<file path="src/rtl/mem_access_if.sv">
// Request/response bus of mem_access plus the port to its attached word memory.
// The slave modport is the access unit; the master modport is its environment (requester and RAM).
interface mem_access_if;
  logic        req;
  logic        ready;
  logic        wr;
  logic [1:0]  size;
  logic        uns;
  logic [31:0] addr;
  logic [31:0] wdata;
  logic [31:0] rdata;
  logic        done;
  logic        fault;
  logic        ram_we;
  logic [31:0] ram_addr;
  logic [31:0] ram_wd;
  logic [31:0] ram_data;

  modport master (
    output req, wr, size, uns, addr, wdata, ram_data,
    input  ready, rdata, done, fault, ram_we, ram_addr, ram_wd
  );

  modport slave (
    input  req, wr, size, uns, addr, wdata, ram_data,
    output ready, rdata, done, fault, ram_we, ram_addr, ram_wd
  );
endinterface

</file>
<file path="src/rtl/mem_access.sv">
// Byte/halfword/word load-store unit for a little-endian word memory with sub-word
// read-modify-write. Define MEM_ACCESS_BOUNDS_CHECK_EN to also fault accesses past ADDR_LIMIT.
module mem_access #(
  parameter int unsigned ADDR_LIMIT = 32768
) (
  input logic         clk,
  input logic         rst,
  mem_access_if.slave bus
);

`ifdef MEM_ACCESS_BOUNDS_CHECK_EN
  localparam bit BoundsEn = 1'b1;
`else
  localparam bit BoundsEn = 1'b0;
`endif

  typedef enum logic [1:0] {StIdle, StRd, StWr, StResp} state_e;

  state_e      state_q;
  logic [1:0]  off_q;
  logic [1:0]  size_q;
  logic        wr_q;
  logic        uns_q;
  logic [15:0] wdata_q;
  logic [31:0] rdata_q;
  logic        done_q;
  logic        fault_q;
  logic        ram_we_q;
  logic [31:0] ram_addr_q;
  logic [31:0] ram_wd_q;

  logic        ready;
  logic        accept;
  logic        misaligned;
  logic        limit_hit;
  logic        reject;
  logic [1:0]  span;
  logic [32:0] last_byte;
  logic [4:0]  sh;
  logic [31:0] shifted;
  logic [31:0] load_val;
  logic [31:0] lane_mask;
  logic [31:0] lane_data;
  logic [31:0] merged;

  assign ready  = (state_q == StIdle) && !rst;
  assign accept = bus.req && ready;

  // span is the byte count minus one, used for the last-byte address.
  always_comb begin
    misaligned = 1'b0;
    span       = 2'd0;
    case (bus.size)
      2'b00: span = 2'd0;
      2'b01: begin
        span       = 2'd1;
        misaligned = bus.addr[0];
      end
      2'b10: begin
        span       = 2'd3;
        misaligned = |bus.addr[1:0];
      end
      default: misaligned = 1'b1;
    endcase
  end

  assign last_byte = {1'b0, bus.addr} + {31'd0, span};
  assign limit_hit = last_byte >= 33'(ADDR_LIMIT);
  assign reject    = misaligned || (BoundsEn && limit_hit);

  // Addressed lane moved down to bit 0; words are aligned so their shift is zero.
  assign sh      = {off_q, 3'b000};
  assign shifted = bus.ram_data >> sh;

  always_comb begin
    load_val = shifted;
    case (size_q)
      2'b00:   load_val = uns_q ? {24'd0, shifted[7:0]} : {{24{shifted[7]}}, shifted[7:0]};
      2'b01:   load_val = uns_q ? {16'd0, shifted[15:0]} : {{16{shifted[15]}}, shifted[15:0]};
      default: load_val = shifted;
    endcase
  end

  always_comb begin
    lane_mask = 32'h0000_FFFF << sh;
    lane_data = {16'd0, wdata_q} << sh;
    if (size_q == 2'b00) begin
      lane_mask = 32'h0000_00FF << sh;
      lane_data = {24'd0, wdata_q[7:0]} << sh;
    end
    merged = (bus.ram_data & ~lane_mask) | (lane_data & lane_mask);
  end

  always_ff @(posedge clk or posedge rst) begin
    if (rst) begin
      state_q    <= StIdle;
      off_q      <= 2'd0;
      size_q     <= 2'd0;
      wr_q       <= 1'b0;
      uns_q      <= 1'b0;
      wdata_q    <= 16'd0;
      rdata_q    <= 32'd0;
      done_q     <= 1'b0;
      fault_q    <= 1'b0;
      ram_we_q   <= 1'b0;
      ram_addr_q <= 32'd0;
      ram_wd_q   <= 32'd0;
    end else begin
      case (state_q)
        StIdle: begin
          if (accept) begin
            off_q   <= bus.addr[1:0];
            size_q  <= bus.size;
            wr_q    <= bus.wr;
            uns_q   <= bus.uns;
            wdata_q <= bus.wdata[15:0];
            if (reject) begin
              state_q <= StResp;
              done_q  <= 1'b1;
              fault_q <= 1'b1;
            end else if (bus.wr && bus.size == 2'b10) begin
              // Full-word stores skip the read and write straight away.
              state_q    <= StWr;
              ram_we_q   <= 1'b1;
              ram_addr_q <= {bus.addr[31:2], 2'b00};
              ram_wd_q   <= bus.wdata;
            end else begin
              state_q    <= StRd;
              ram_addr_q <= {bus.addr[31:2], 2'b00};
            end
          end
        end
        StRd: begin
          if (wr_q) begin
            state_q  <= StWr;
            ram_we_q <= 1'b1;
            ram_wd_q <= merged;
          end else begin
            state_q    <= StResp;
            rdata_q    <= load_val;
            done_q     <= 1'b1;
            ram_addr_q <= 32'd0;
          end
        end
        StWr: begin
          state_q    <= StResp;
          done_q     <= 1'b1;
          ram_we_q   <= 1'b0;
          ram_addr_q <= 32'd0;
          ram_wd_q   <= 32'd0;
        end
        StResp: begin
          state_q <= StIdle;
          done_q  <= 1'b0;
          fault_q <= 1'b0;
        end
        default: state_q <= StIdle;
      endcase
    end
  end

  assign bus.ready    = ready;
  assign bus.rdata    = rdata_q;
  assign bus.done     = done_q;
  assign bus.fault    = fault_q;
  assign bus.ram_we   = ram_we_q;
  assign bus.ram_addr = ram_addr_q;
  assign bus.ram_wd   = ram_wd_q;

endmodule

</file>
<file path="src/flat_wrapper.sv">
// flat-port wrapper written by rule: the top's interface ports become plain ports
module mem_access_flat 
#(
  parameter int unsigned ADDR_LIMIT = 32768
)
  (clk, rst, bus_req, bus_wr, bus_size, bus_uns, bus_addr, bus_wdata, bus_ram_data, bus_ready, bus_rdata, bus_done, bus_fault, bus_ram_we, bus_ram_addr, bus_ram_wd);
  mem_access_if bus_i ();
  input logic clk;
  input logic rst;
  input wire logic [$bits(bus_i.req)-1:0] bus_req;
  input wire logic [$bits(bus_i.wr)-1:0] bus_wr;
  input wire logic [$bits(bus_i.size)-1:0] bus_size;
  input wire logic [$bits(bus_i.uns)-1:0] bus_uns;
  input wire logic [$bits(bus_i.addr)-1:0] bus_addr;
  input wire logic [$bits(bus_i.wdata)-1:0] bus_wdata;
  input wire logic [$bits(bus_i.ram_data)-1:0] bus_ram_data;
  output wire logic [$bits(bus_i.ready)-1:0] bus_ready;
  output wire logic [$bits(bus_i.rdata)-1:0] bus_rdata;
  output wire logic [$bits(bus_i.done)-1:0] bus_done;
  output wire logic [$bits(bus_i.fault)-1:0] bus_fault;
  output wire logic [$bits(bus_i.ram_we)-1:0] bus_ram_we;
  output wire logic [$bits(bus_i.ram_addr)-1:0] bus_ram_addr;
  output wire logic [$bits(bus_i.ram_wd)-1:0] bus_ram_wd;
  assign bus_i.req = bus_req;
  assign bus_i.wr = bus_wr;
  assign bus_i.size = bus_size;
  assign bus_i.uns = bus_uns;
  assign bus_i.addr = bus_addr;
  assign bus_i.wdata = bus_wdata;
  assign bus_i.ram_data = bus_ram_data;
  assign bus_ready = bus_i.ready;
  assign bus_rdata = bus_i.rdata;
  assign bus_done = bus_i.done;
  assign bus_fault = bus_i.fault;
  assign bus_ram_we = bus_i.ram_we;
  assign bus_ram_addr = bus_i.ram_addr;
  assign bus_ram_wd = bus_i.ram_wd;
  mem_access #(.ADDR_LIMIT(ADDR_LIMIT)) u_core (.clk(clk), .rst(rst), .bus(bus_i));
endmodule
</file>
<file path="config.mk">
export PLATFORM = sky130hd
export DESIGN_NAME = mem_access_flat
export DESIGN_NICKNAME = d
export VERILOG_FILES = /design/src/rtl/mem_access_if.sv /design/src/rtl/mem_access.sv /design/src/flat_wrapper.sv
export SDC_FILE = /design/constraint.sdc
export NUM_CORES = 1
export LEC_CHECK = 0
export BUFFER_PORTS_ARGS = -buffer_cell sky130_fd_sc_hd__buf_2
export CORE_UTILIZATION = 55
export CTS_CLUSTER_DIAMETER = 150
export DETAILED_ROUTE_END_ITERATION = 6
export GPL_ROUTABILITY_DRIVEN = 0
export HOLD_SLACK_MARGIN = 0.02
export PLACE_DENSITY = 0.86
export SKIP_LAST_GASP = 1
export SYNTH_ARGS = -nofsm -noshare
export SYNTH_HDL_FRONTEND = slang
export SYNTH_SLANG_ARGS = --single-unit
</file>
<file path="constraint.sdc">
create_clock -name clk -period 11.27 [get_ports clk]
set_input_delay 1.127 -clock clk [delete_from_list [all_inputs] [get_ports clk]]
set_output_delay 1.127 -clock clk [all_outputs]
set_load 0.005 [all_outputs]
</file>
==> results.toml, run 1 <==
[run_status]
status = "complete, but fails checks"
failed_checks = "design-rule violations"

[grt]
number_of_antenna_violations_at_the_first_check_in_global_routing = 0
grt_max_degree = 81
vias_in_the_first_global_route = 5419
global_route.overflow_total = 0
grt_pass1_wl_mm = 28.8
global_route.usage.total_pct = 32.3

[cts]
max-clock-path-buffers = 2
tritoncts = "done"
clk_latency_ns = 0.42
cts_max_level = 4
cts.sink_count = 121
cts_post_setup_buffers_inserted = 0
cts.hold.buffers_added = 0
clkTransAtPathRegs_ns = 0.06
clockRootBuffer = "sky130_fd_sc_hd__clkbuf_16"
post_cts_repair_resize_count = 0
number_of_buffers_added_by_the_clock_tree_synthesis_step = 17

[logic_synthesis]
synth_async_sr_flop_share_pct = 100
synth_edf_count = 0
synthDominantAreaCellType = "sky130_fd_sc_hd__dfrtp_1"
synth.top_cell.area_share_pct = 47.4
synth-compound-area-share_pct = 21.4
yosys_warnings = 0
synth.ff_latch_count = 121
syn_std_cell_area_sq_um = 6390
synthTopCellsByArea = "sky130_fd_sc_hd__dfrtp_1, sky130_fd_sc_hd__mux2i_1, sky130_fd_sc_hd__mux2_2"
dominant_combinational_cell_family_by_area_after_synthesis = "compound AO/OA/AOI/OAI gates"
post_synth_xor_area_fraction_pct = 0
postSynth.topFlopCell = "sky130_fd_sc_hd__dfrtp_1"
yosysUniqueCellTypes = 51
synth_simple_gate_area_share_pct = 8.93
synth-seq-area-share_pct = 47.4
synth_adder_area_share_pct = 1.18
synthesis.instances = 589
synth_area_per_cell_sq_um = 10.8
yosys-mux-area-fraction_pct = 15.9

[critical_path]
cp_top_family = "compound AO/OA/AOI/OAI gates"
critical_path_buf_inv_count = 2
timing.critical_path.arrival_ns = 3.64
critPathLaunch = "u_core.state_q[0]"
crit_path_end_kind = "flip-flop"
worst_r2r_startpoint = "u_core.state_q[0]"
required_ns = 11.62
critPathLaunchType = "flip-flop"
r2r_cell_count = 6
critPathKind = "reg -> reg"
reg2reg_end = "u_core.bus.ram_addr[6]"
timing.critical_path.mode_cell = "sky130_fd_sc_hd__inv_1"
worst_path_max_delay_cell = "sky130_fd_sc_hd__o21ai_2"
r2r_setup_slack_ns = 7.98
slowest_stage_delay_cp_ns = 0.93
critical_path_peak_fanout = 30
critical_path.cell_chain = "inv_1, ha_1, inv_1, nor2_1, o21ai_2, a22o_1"

[worst_hold_path]
hold_path_class = "reg -> reg"
min-delay-start = "u_core.bus.ram_addr[23]"
hold-path-endpoint = "u_core.bus.ram_addr[23]"
hold_path_depth = 1

[detailed_routing]
drtAntennaViolNets = 0
drt_wl_total_mm = 19.2
drt-wirelength-per-cell_um = 21.0
via_per_inst = 6.29
drt_iter0_markers = 835
drcViolationCount = 7
drt-pass1-iter-count = 7
num_vias = 5743

[pwr]
p_total_mw = 2.58
power_leakage_nw = 3.92
ir_drop_v = 0.000232
p_per_area_nw_per_um2 = 322

[cells_and_area]
antenna_cells = 0
area_growth_syn_to_layout_pct = 25.1
postLayoutCoreUtil_pct = 72.1
nNetsFinal = 870
final_layout_size_suffix_gt1_share_pct = 38.3
n_fill_cell = 768

[timing]
post-route-period-util_pct = 29.2
final_period_minus_worst_setup_slack_ns = 3.29
maximum_clock_frequency_ghz = 0.304
report.final.setup_viol = 0
holdWs_ns = 0.496
worst_slack_ns = 7.98
skew_ns = 0.0109
final_hold_viol_count = 0
transition_time_at_the_pin_with_the_least_slew_margin_ns = 1.14
timing.slew.headroom_pct = 23.9
finalMaxSlewViolations = 0
timing.setup.tns_ns = 0
rsz_0062_raised_after_global_routing = "false"

[floorplanning]
floorplan.die.height_um = 110
floorplan.rows = 38
dieArea_sq_um = 12100
core_region_area_sq_um = 11100
io_pins = 203
die-width_um = 110
initial_core_util_pct = 57.7

[placement]
place_ws_ns = 7.61
dp.final_hpwl_mm = 13.4
io_buffer_count = 200

[flow_run]
drv_cap = 0
-- stage by stage --
step	std cells	area, sq um
2_1_floorplan	590	6390
3_3_place_gp	882	7350
3_5_place_dp	882	7350
4_1_cts	913	7990
5_1_grt	913	7990
6_report	913	7990
-- state kept, by name, indices dropped and copies added (netlist names) --
signal / count
u_core.bus.ram_wd: 32
u_core.bus.rdata: 32
u_core.bus.ram_addr: 30
u_core.wdata_q: 16
u_core.off_q: 2
u_core.size_q: 2
u_core.state_q: 2
u_core.bus.done: 1
u_core.bus.fault: 1
u_core.bus.ram_we: 1
u_core.uns_q: 1
u_core.wr_q: 1
-- metal layers --
metal / vias to the layer above / wire (um) / track usage (%)
met3: 68 / 2030 / 6.64
li1: 2537 / - / -
met2: 408 / 8990 / 50.4
met1: 2730 / 7570 / 43.8
met5: - / 0 / 0
met4: 0 / 597 / 13.8
-- how the worst max path moves through the flow --
stage	depth (start not counted)	to	slack [ns]
after CTS	5	u_core.bus.ram_wd[0]	8.03
after global routing	6	u_core.bus.ram_addr[16]	7.73
after floorplan	1	u_core.bus.done	6.93
after detailed placement	5	u_core.bus.ram_wd[0]	7.61
after global placement	5	u_core.bus.ram_wd[2]	7.75
final	6	u_core.bus.ram_addr[6]	7.98
-- synthesized netlist by cell type (3+ instances only) --
library cell / number
sky130_fd_sc_hd__a211oi_1: 7
sky130_fd_sc_hd__a21oi_1: 32
sky130_fd_sc_hd__a222oi_1: 16
sky130_fd_sc_hd__a22o_1: 31
sky130_fd_sc_hd__a31oi_1: 24
sky130_fd_sc_hd__buf_1: 12
sky130_fd_sc_hd__buf_2: 4
sky130_fd_sc_hd__clkbuf_1: 29
sky130_fd_sc_hd__dfrtp_1: 121
sky130_fd_sc_hd__ha_1: 6
sky130_fd_sc_hd__inv_1: 21
sky130_fd_sc_hd__mux2_2: 29
sky130_fd_sc_hd__mux2_4: 21
sky130_fd_sc_hd__mux2i_1: 35
sky130_fd_sc_hd__nand2_1: 33
sky130_fd_sc_hd__nand2b_1: 5
sky130_fd_sc_hd__nor2_1: 38
sky130_fd_sc_hd__nor2b_1: 18
sky130_fd_sc_hd__nor3b_1: 8
sky130_fd_sc_hd__o21a_1: 11
sky130_fd_sc_hd__o21ai_0: 21
sky130_fd_sc_hd__o21ai_1: 3
sky130_fd_sc_hd__o221ai_1: 8
sky130_fd_sc_hd__o22a_1: 8
sky130_fd_sc_hd__o22ai_1: 6
sky130_fd_sc_hd__o2bb2ai_1: 10
-- where the power goes --
group | internal [mW] | leakage, nW | switching [mW] | total [mW]
Clock | 0.384 | 0.307 | 0.208 | 0.592
Combinational | 0.555 | 2.11 | 0.595 | 1.15
Sequential | 0.616 | 1.50 | 0.218 | 0.834
-- worst register-to-register path, stage by stage, from the launching register on --
cell	delay, ns
sky130_fd_sc_hd__dfrtp_1	0.42
sky130_fd_sc_hd__inv_1	0.11
sky130_fd_sc_hd__ha_1	0.49
sky130_fd_sc_hd__inv_1	0.82
sky130_fd_sc_hd__nor2_1	0.15
sky130_fd_sc_hd__o21ai_2	0.93
sky130_fd_sc_hd__a22o_1	0.30
-- final cells by class --
class	count	area, sq um	share of cell area (%)
tap	140	175	2.19
timing repair buffer	203	1020	12.8
clock buffer	19	453	5.67
sequential	121	3030	37.9
multi-input combinational	397	3040	38.1
clock inverter	12	188	2.35
inverter	21	81.3	1.02
-- layout by cell type, fill, tap and decap left out, types with 10 or more instances in the layout --
| master | netlist | final |
|---|---|---|
| sky130_fd_sc_hd__mux2i_1 | 35 | 35 |
| sky130_fd_sc_hd__inv_1 | 21 | 20 |
| sky130_fd_sc_hd__o21ai_0 | 21 | 20 |
| sky130_fd_sc_hd__o21a_1 | 11 | 11 |
| sky130_fd_sc_hd__nand2_1 | 33 | 33 |
| sky130_fd_sc_hd__nor2_1 | 38 | 38 |
| sky130_fd_sc_hd__mux2_2 | 29 | 29 |
| sky130_fd_sc_hd__clkbuf_16 | 0 | 17 |
| sky130_fd_sc_hd__buf_2 | 4 | 200 |
| sky130_fd_sc_hd__a21oi_1 | 32 | 32 |
| sky130_fd_sc_hd__nor2b_1 | 18 | 17 |
| sky130_fd_sc_hd__dfrtp_1 | 121 | 119 |
| sky130_fd_sc_hd__a31oi_1 | 24 | 24 |
| sky130_fd_sc_hd__mux2_4 | 21 | 21 |
| sky130_fd_sc_hd__a22o_1 | 31 | 31 |
| sky130_fd_sc_hd__a222oi_1 | 16 | 16 |
| sky130_fd_sc_hd__o2bb2ai_1 | 10 | 10 |
-- cells by family (layout without fill, tap and decap cells) --
logic type / count (synthesis) / after routing
flip-flops: 121 / 121
AND/OR/NAND/NOR: 116 / 116
buffers and inverters: 72 / 255
adder cells (fa/ha/maj): 6 / 6
other: 1 / 2
multiplexers: 86 / 86
AO/OA/AOI/OAI: 187 / 187
Note: power is estimated with default switching activity, not from simulation.
==> run 2, diff against run 1 <==
--- a/config.mk
+++ b/config.mk
@@ -6,12 +6,12 @@
 export NUM_CORES = 1
 export LEC_CHECK = 0
 export BUFFER_PORTS_ARGS = -buffer_cell sky130_fd_sc_hd__buf_2
-export CORE_UTILIZATION = 55
+export CORE_UTILIZATION = 47
 export CTS_CLUSTER_DIAMETER = 150
 export DETAILED_ROUTE_END_ITERATION = 6
 export GPL_ROUTABILITY_DRIVEN = 0
 export HOLD_SLACK_MARGIN = 0.02
-export PLACE_DENSITY = 0.86
+export PLACE_DENSITY = 0.79
 export SKIP_LAST_GASP = 1
 export SYNTH_ARGS = -nofsm -noshare
 export SYNTH_HDL_FRONTEND = slang
==> constraint.sdc (replaced) <==
create_clock -name clk -period 2.9 [get_ports clk]
set_input_delay 0.29 -clock clk [delete_from_list [all_inputs] [get_ports clk]]
set_output_delay 0.29 -clock clk [all_outputs]
set_load 0.005 [all_outputs]
==> run 2 against run 1 <==
  * The flow still finishes with violations (design-rule violations)
  * Hold slack got worse by 0.41 ns
  * Clock-buffer cell count did not move
  * Utilization fell by 11 points
  * Critical path depth did not move
  * Sequential power rose to 3.7 times the previous value
  * Critical path type unchanged
  * Total power rose to 3.9 times the previous value
  * Die area rose by 17%
  * Combinational power rose to 4.1 times the previous value
  * First-iteration DRC count fell by 21%
  * Maximum frequency rose by 33%
==> results.toml, run 2 (synthesis results as in run 1) <==
[pwr]
p_seq_share_pct = 30.8
ir_drop_v = 0.000808
combinationalPowerShare_pct = 47.3
p_per_area_nw_per_um2 = 1240
power_switching_share_pct = 39.6
share_clk_of_total_power_pct = 21.8
internal-power_mw = 6.08
sw_pwr_mw = 3.98
power_leakage_nw = 3.97

[critical_path]
critical_path_peak_fanout = 16
crit_path_end_kind = "flip-flop"
critPathLaunchType = "flip-flop"
critPathKind = "reg -> reg"
required_ns = 3.26
slowest_stage_delay_cp_ns = 0.55
critical_path_buf_inv_count = 1
critical_path.cell_chain = "inv_1, ha_1, and2_1, nand2b_1, o21ai_0, mux2_4"
worst_path_max_delay_cell = "sky130_fd_sc_hd__ha_1"
timing.critical_path.arrival_ns = 2.84
cp_top_family = "simple AND/OR/NAND/NOR gates"

[timing]
final_hold_viol_count = 0
report.final.setup_viol = 0
finalMaxSlewViolations = 0
transition_time_at_the_pin_with_the_least_slew_margin_ns = 0.805
rsz_0062_raised_after_global_routing = "false"
worst_slack_ns = 0.419
timing.slew.headroom_pct = 46.3
holdWs_ns = 0.0875
maximum_clock_frequency_ghz = 0.403
skew_ns = 0.00948
timing.setup.tns_ns = 0
final_period_minus_worst_setup_slack_ns = 2.48
post-route-period-util_pct = 85.5

[grt]
vias_in_the_first_global_route = 5659
grt_util_met3_pct = 7.67
grt_pass1_wl_mm = 30.5
number_of_antenna_violations_at_the_first_check_in_global_routing = 0
grt_max_degree = 63
gr-max-usage-layer = "met2"
met2_use_gr_pct = 44.8
global_route.overflow_total = 0
m1_gr_usage_pct = 37.1
global_route.usage.total_pct = 28.6

[cells_and_area]
n_fill_cell = 1104
nNetsFinal = 882
multi_input_area_sq_um = 3040
area_growth_syn_to_layout_pct = 27.3
final_area_sq_um = 8140
mostFrequentLayoutCells = "sky130_fd_sc_hd__buf_2, sky130_fd_sc_hd__dfrtp_1, sky130_fd_sc_hd__nor2_1"
register_area_sq_um = 3030
mostFrequentLayoutCell = "sky130_fd_sc_hd__buf_2"
final_layout_size_suffix_gt1_share_pct = 38.9
antenna_cells = 0

[detailed_routing]
drt_wl_total_mm = 19.6
via_per_inst = 6.01
drcViolationCount = 14
num_vias = 5777
drt_iter0_markers = 660
drt-wirelength-per-cell_um = 20.4
drtAntennaViolNets = 0
drt-pass1-iter-count = 7

[floorplanning]
floorplan.rows = 42
die-width_um = 119
core_region_area_sq_um = 13200
io_pins = 203
floorplan.die.height_um = 119
initial_core_util_pct = 48.2
dieArea_sq_um = 14100

[cts]
clkTransAtPathRegs_ns = 0.06
cts_max_level = 4
max-clock-path-buffers = 2
clockRootBuffer = "sky130_fd_sc_hd__clkbuf_16"
tritoncts = "done"
post_cts_repair_resize_count = 0
number_of_buffers_added_by_the_clock_tree_synthesis_step = 17
cts.sink_count = 121
clk_latency_ns = 0.42

[run_status]
status = "complete, but fails checks"
failed_checks = "design-rule violations"

[worst_hold_path]
hold_path_class = "in -> reg"

[placement]
dp.final_hpwl_mm = 14.2
place_ws_ns = 0.484
dpl_cell_area_sq_um = 7500
io_buffer_count = 200

[flow_run]
drv_cap = 0
==> run 2: final cells by class <==
type | instances | area share, %
clock buffer | 19 | 5.57
clock inverter | 13 | 2.08
inverter | 21 | 1.02
multi-input combinational | 397 | 37.4
sequential | 121 | 37.2
tap | 176 | 2.71
timing repair buffer | 215 | 14.0
==> run 2: power groups by stage <==
stage | Clock (mW) | Combinational (mW) | Sequential (mW)
3_5_place_dp | 0 | 4.69 | 3.08
4_1_cts | 2.22 | 4.73 | 3.06
3_3_place_gp | 0 | 4.51 | 3.05
5_1_grt | 2.29 | 5.12 | 3.18
6_report | 2.20 | 4.76 | 3.10
2_1_floorplan | 0 | 3.50 | 2.84
==> run 2: worst reg2reg max path, cell delays in order, from the launching register on <==
cell and delay, ns:
sky130_fd_sc_hd__dfrtp_1 0.43, sky130_fd_sc_hd__inv_1 0.12, sky130_fd_sc_hd__ha_1 0.55, sky130_fd_sc_hd__and2_1 0.39, sky130_fd_sc_hd__nand2b_1 0.39, sky130_fd_sc_hd__o21ai_0 0.35
sky130_fd_sc_hd__mux2_4 0.19
==> run 2: metrics by stage <==
stage | std cells | power, mW | util (%)
final | 962 | 10.1 | 61.4
after global routing | 962 | 10.6 | 61.4
after CTS | 962 | 10.0 | 61.4
after detailed placement | 929 | 7.77 | 56.7
after global placement | 929 | 7.56 | 56.7
after floorplan | 590 | 6.34 | -
==> run 2: what timing repair did <==
action                                 in CTS  in global routing
hold buffers                                1                  0
endpoints found under the hold margin      16                  0
setup buffers                               0                  0
==> run 2: layer usage <==
layer / share of wire (%) / routed length, um
met5: 0 / 0
met4: 3.6 / 709
met3: 10 / 2010
met2: 46 / 9040
met1: 40 / 7840
==> run 2: final timing paths <==
path / end / start / slack, ns / cells past startpoint
max: u_core.bus.ram_wd[12] / u_core.state_q[0] / 0.42 / 6
min: u_core.bus.ram_addr[3] / bus_addr[3] / 0.09 / 2
max reg2reg: u_core.bus.ram_wd[12] / u_core.state_q[0] / 0.42 / 6
min reg2reg: u_core.bus.rdata[2] / u_core.bus.rdata[2] / 0.50 / 1
max in group asynchronous: u_core.off_q[0] / rst / 1.55 / 4
min in group asynchronous: u_core.bus.ram_wd[18] / rst / 0.46 / 3
==> run 3, diff against run 2 <==
--- a/config.mk
+++ b/config.mk
@@ -6,12 +6,14 @@
 export NUM_CORES = 1
 export LEC_CHECK = 0
 export BUFFER_PORTS_ARGS = -buffer_cell sky130_fd_sc_hd__buf_2
-export CORE_UTILIZATION = 47
+export CELL_PAD_IN_SITES_DETAIL_PLACEMENT = 1
+export CELL_PAD_IN_SITES_GLOBAL_PLACEMENT = 2
+export CORE_UTILIZATION = 29
 export CTS_CLUSTER_DIAMETER = 150
 export DETAILED_ROUTE_END_ITERATION = 6
 export GPL_ROUTABILITY_DRIVEN = 0
 export HOLD_SLACK_MARGIN = 0.02
-export PLACE_DENSITY = 0.79
+export PLACE_DENSITY = 0.78
 export SKIP_LAST_GASP = 1
 export SYNTH_ARGS = -nofsm -noshare
 export SYNTH_HDL_FRONTEND = slang
==> run 3 against run 2 <==
  * The run now ends clean
  * Global-route usage is 7.9 points lower
  * Critical path depth stayed put
  * Sequential share of layout area is 0.73 points lower
  * Register-to-register slack worse by 0.05 ns
  * Highest routed layer unchanged
==> results.toml, run 3 (synthesis results as in run 1) <==
[floorplanning]
initial_core_util_pct = 30.0
core_region_area_sq_um = 21300
floorplan.rows = 53
die-width_um = 150
io_pins = 203
floorplan.die.height_um = 150
dieArea_sq_um = 22600

[placement]
io_buffer_count = 200
placed_cells = 1032
dp.final_hpwl_mm = 17.0
place_ws_ns = 0.352
dpl_cell_area_sq_um = 7700

[critical_path]
crit_path_end_kind = "flip-flop"
critical_path_peak_fanout = 22
slowest_stage_delay_cp_ns = 0.53
r2r_cell_count = 6
worst_path_max_delay_cell = "sky130_fd_sc_hd__ha_1"
critical_path.cell_chain = "inv_1, ha_1, inv_1, a222oi_1, o21ai_0, mux2_4"
critPathLaunchType = "flip-flop"
required_ns = 3.21
timing.critical_path.arrival_ns = 2.84
critPathKind = "reg -> reg"
timing.critical_path.mode_cell = "sky130_fd_sc_hd__inv_1"

[detailed_routing]
drt-pass1-iter-count = 6
via_per_inst = 5.28
drcViolationCount = 0
num_vias = 5636
drt_wl_total_mm = 22.9
drtAntennaViolNets = 0
drt_iter0_markers = 443
drt-wirelength-per-cell_um = 21.4

[grt]
global_route.usage.total_pct = 20.7
grt_pass1_wl_mm = 34.6
vias_in_the_first_global_route = 5787
grt_max_degree = 65
global_route.overflow_total = 0
number_of_antenna_violations_at_the_first_check_in_global_routing = 2

[flow_run]
drv_cap = 0

[timing]
post-route-period-util_pct = 87.4
final_hold_viol_count = 0
finalMaxSlewViolations = 0
report.final.setup_viol = 0
timing.slew.headroom_pct = 45.0
rsz_0062_raised_after_global_routing = "false"
final_period_minus_worst_setup_slack_ns = 2.53
worst_slack_ns = 0.365
maximum_clock_frequency_ghz = 0.395
skew_ns = 0.00577
transition_time_at_the_pin_with_the_least_slew_margin_ns = 0.824
timing.setup.tns_ns = 0
holdWs_ns = 0.0837

[cts]
clkTransAtPathRegs_ns = 0.06
post_cts_repair_resize_count = 0
cts_post_setup_buffers_inserted = 0
clockRootBuffer = "sky130_fd_sc_hd__clkbuf_16"
tritoncts = "done"
number_of_buffers_added_by_the_clock_tree_synthesis_step = 17
cts_max_level = 4
clk_latency_ns = 0.42
cts.hold.buffers_added = 1
cts.sink_count = 121
max-clock-path-buffers = 2

[cells_and_area]
final_layout_size_suffix_gt1_share_pct = 39.5
postLayoutCoreUtil_pct = 39.0
final_area_sq_um = 8300
mostFrequentLayoutCell = "sky130_fd_sc_hd__buf_2"
n_fill_cell = 2422
nNetsFinal = 886
mostFrequentLayoutCells = "sky130_fd_sc_hd__buf_2, sky130_fd_sc_hd__dfrtp_1, sky130_fd_sc_hd__nor2_1"
area_growth_syn_to_layout_pct = 29.9
final_instance_count_excl_fillers = 1068

[pwr]
p_per_area_nw_per_um2 = 1230
power_leakage_nw = 3.98
ir_drop_v = 0.000623
p_total_mw = 10.2

[worst_hold_path]
hold_path_depth = 2
hold_path_class = "in -> reg"

[run_status]
status = "complete, no violations"
[run 3: path summary, 6_finish.rpt]
| kind | slack [ns] | end | start |
|---|---|---|---|
| worst max-delay path | 0.37 | u_core.bus.ram_wd[14] | u_core.state_q[0] |
| min in group asynchronous | 0.55 | u_core.wr_q | rst |
| worst min-delay path | 0.08 | u_core.bus.ram_addr[24] | bus_addr[24] |
| max in group asynchronous | 1.52 | u_core.bus.rdata[31] | rst |
| worst min register to register | 0.50 | u_core.bus.ram_addr[11] | u_core.bus.ram_addr[11] |
| worst max register to register | 0.37 | u_core.bus.ram_wd[14] | u_core.state_q[0] |
[run 3: area by class of cell]
cell class | count | area [sq um] | area share, %
Antenna cell | 3 | 7.51 | 0.0904
Clock buffer | 18 | 439 | 5.29
Clock inverter | 14 | 148 | 1.78
Inverter | 21 | 82.6 | 0.995
Multi-Input combinational cell | 397 | 3040 | 36.6
Sequential cell | 121 | 3030 | 36.5
Tap cell | 275 | 344 | 4.14
Timing Repair Buffer | 219 | 1210 | 14.6
[run 3: critical path, delay by kind of cell (launching register included)]
family	cells	cell delay, ns
buffers and inverters	2	0.57
flip-flops	1	0.42
AO/OA/AOI/OAI	2	0.61
adder cells (fa/ha/maj)	1	0.53
multiplexers	1	0.28
[run 3: power breakdown]
| part | internal [mW] | switching [mW] | total [mW] |
|---|---|---|---|
| clock network | 1.29 | 0.843 | 2.13 |
| logic | 2.38 | 2.59 | 4.97 |
| registers | 2.40 | 0.713 | 3.11 |
| total | 6.06 | 4.15 | 10.2 |
[run 3: layer usage]
layer  global-route usage, %  wire length (um)  vias to the layer above
li1                        -                 -                     2569
met2                    32.5             10900                      194
met1                    28.3             10200                     2845
met3                    4.06              1260                       28
met4                    7.07               480                        0
met5                       0                 0                        -
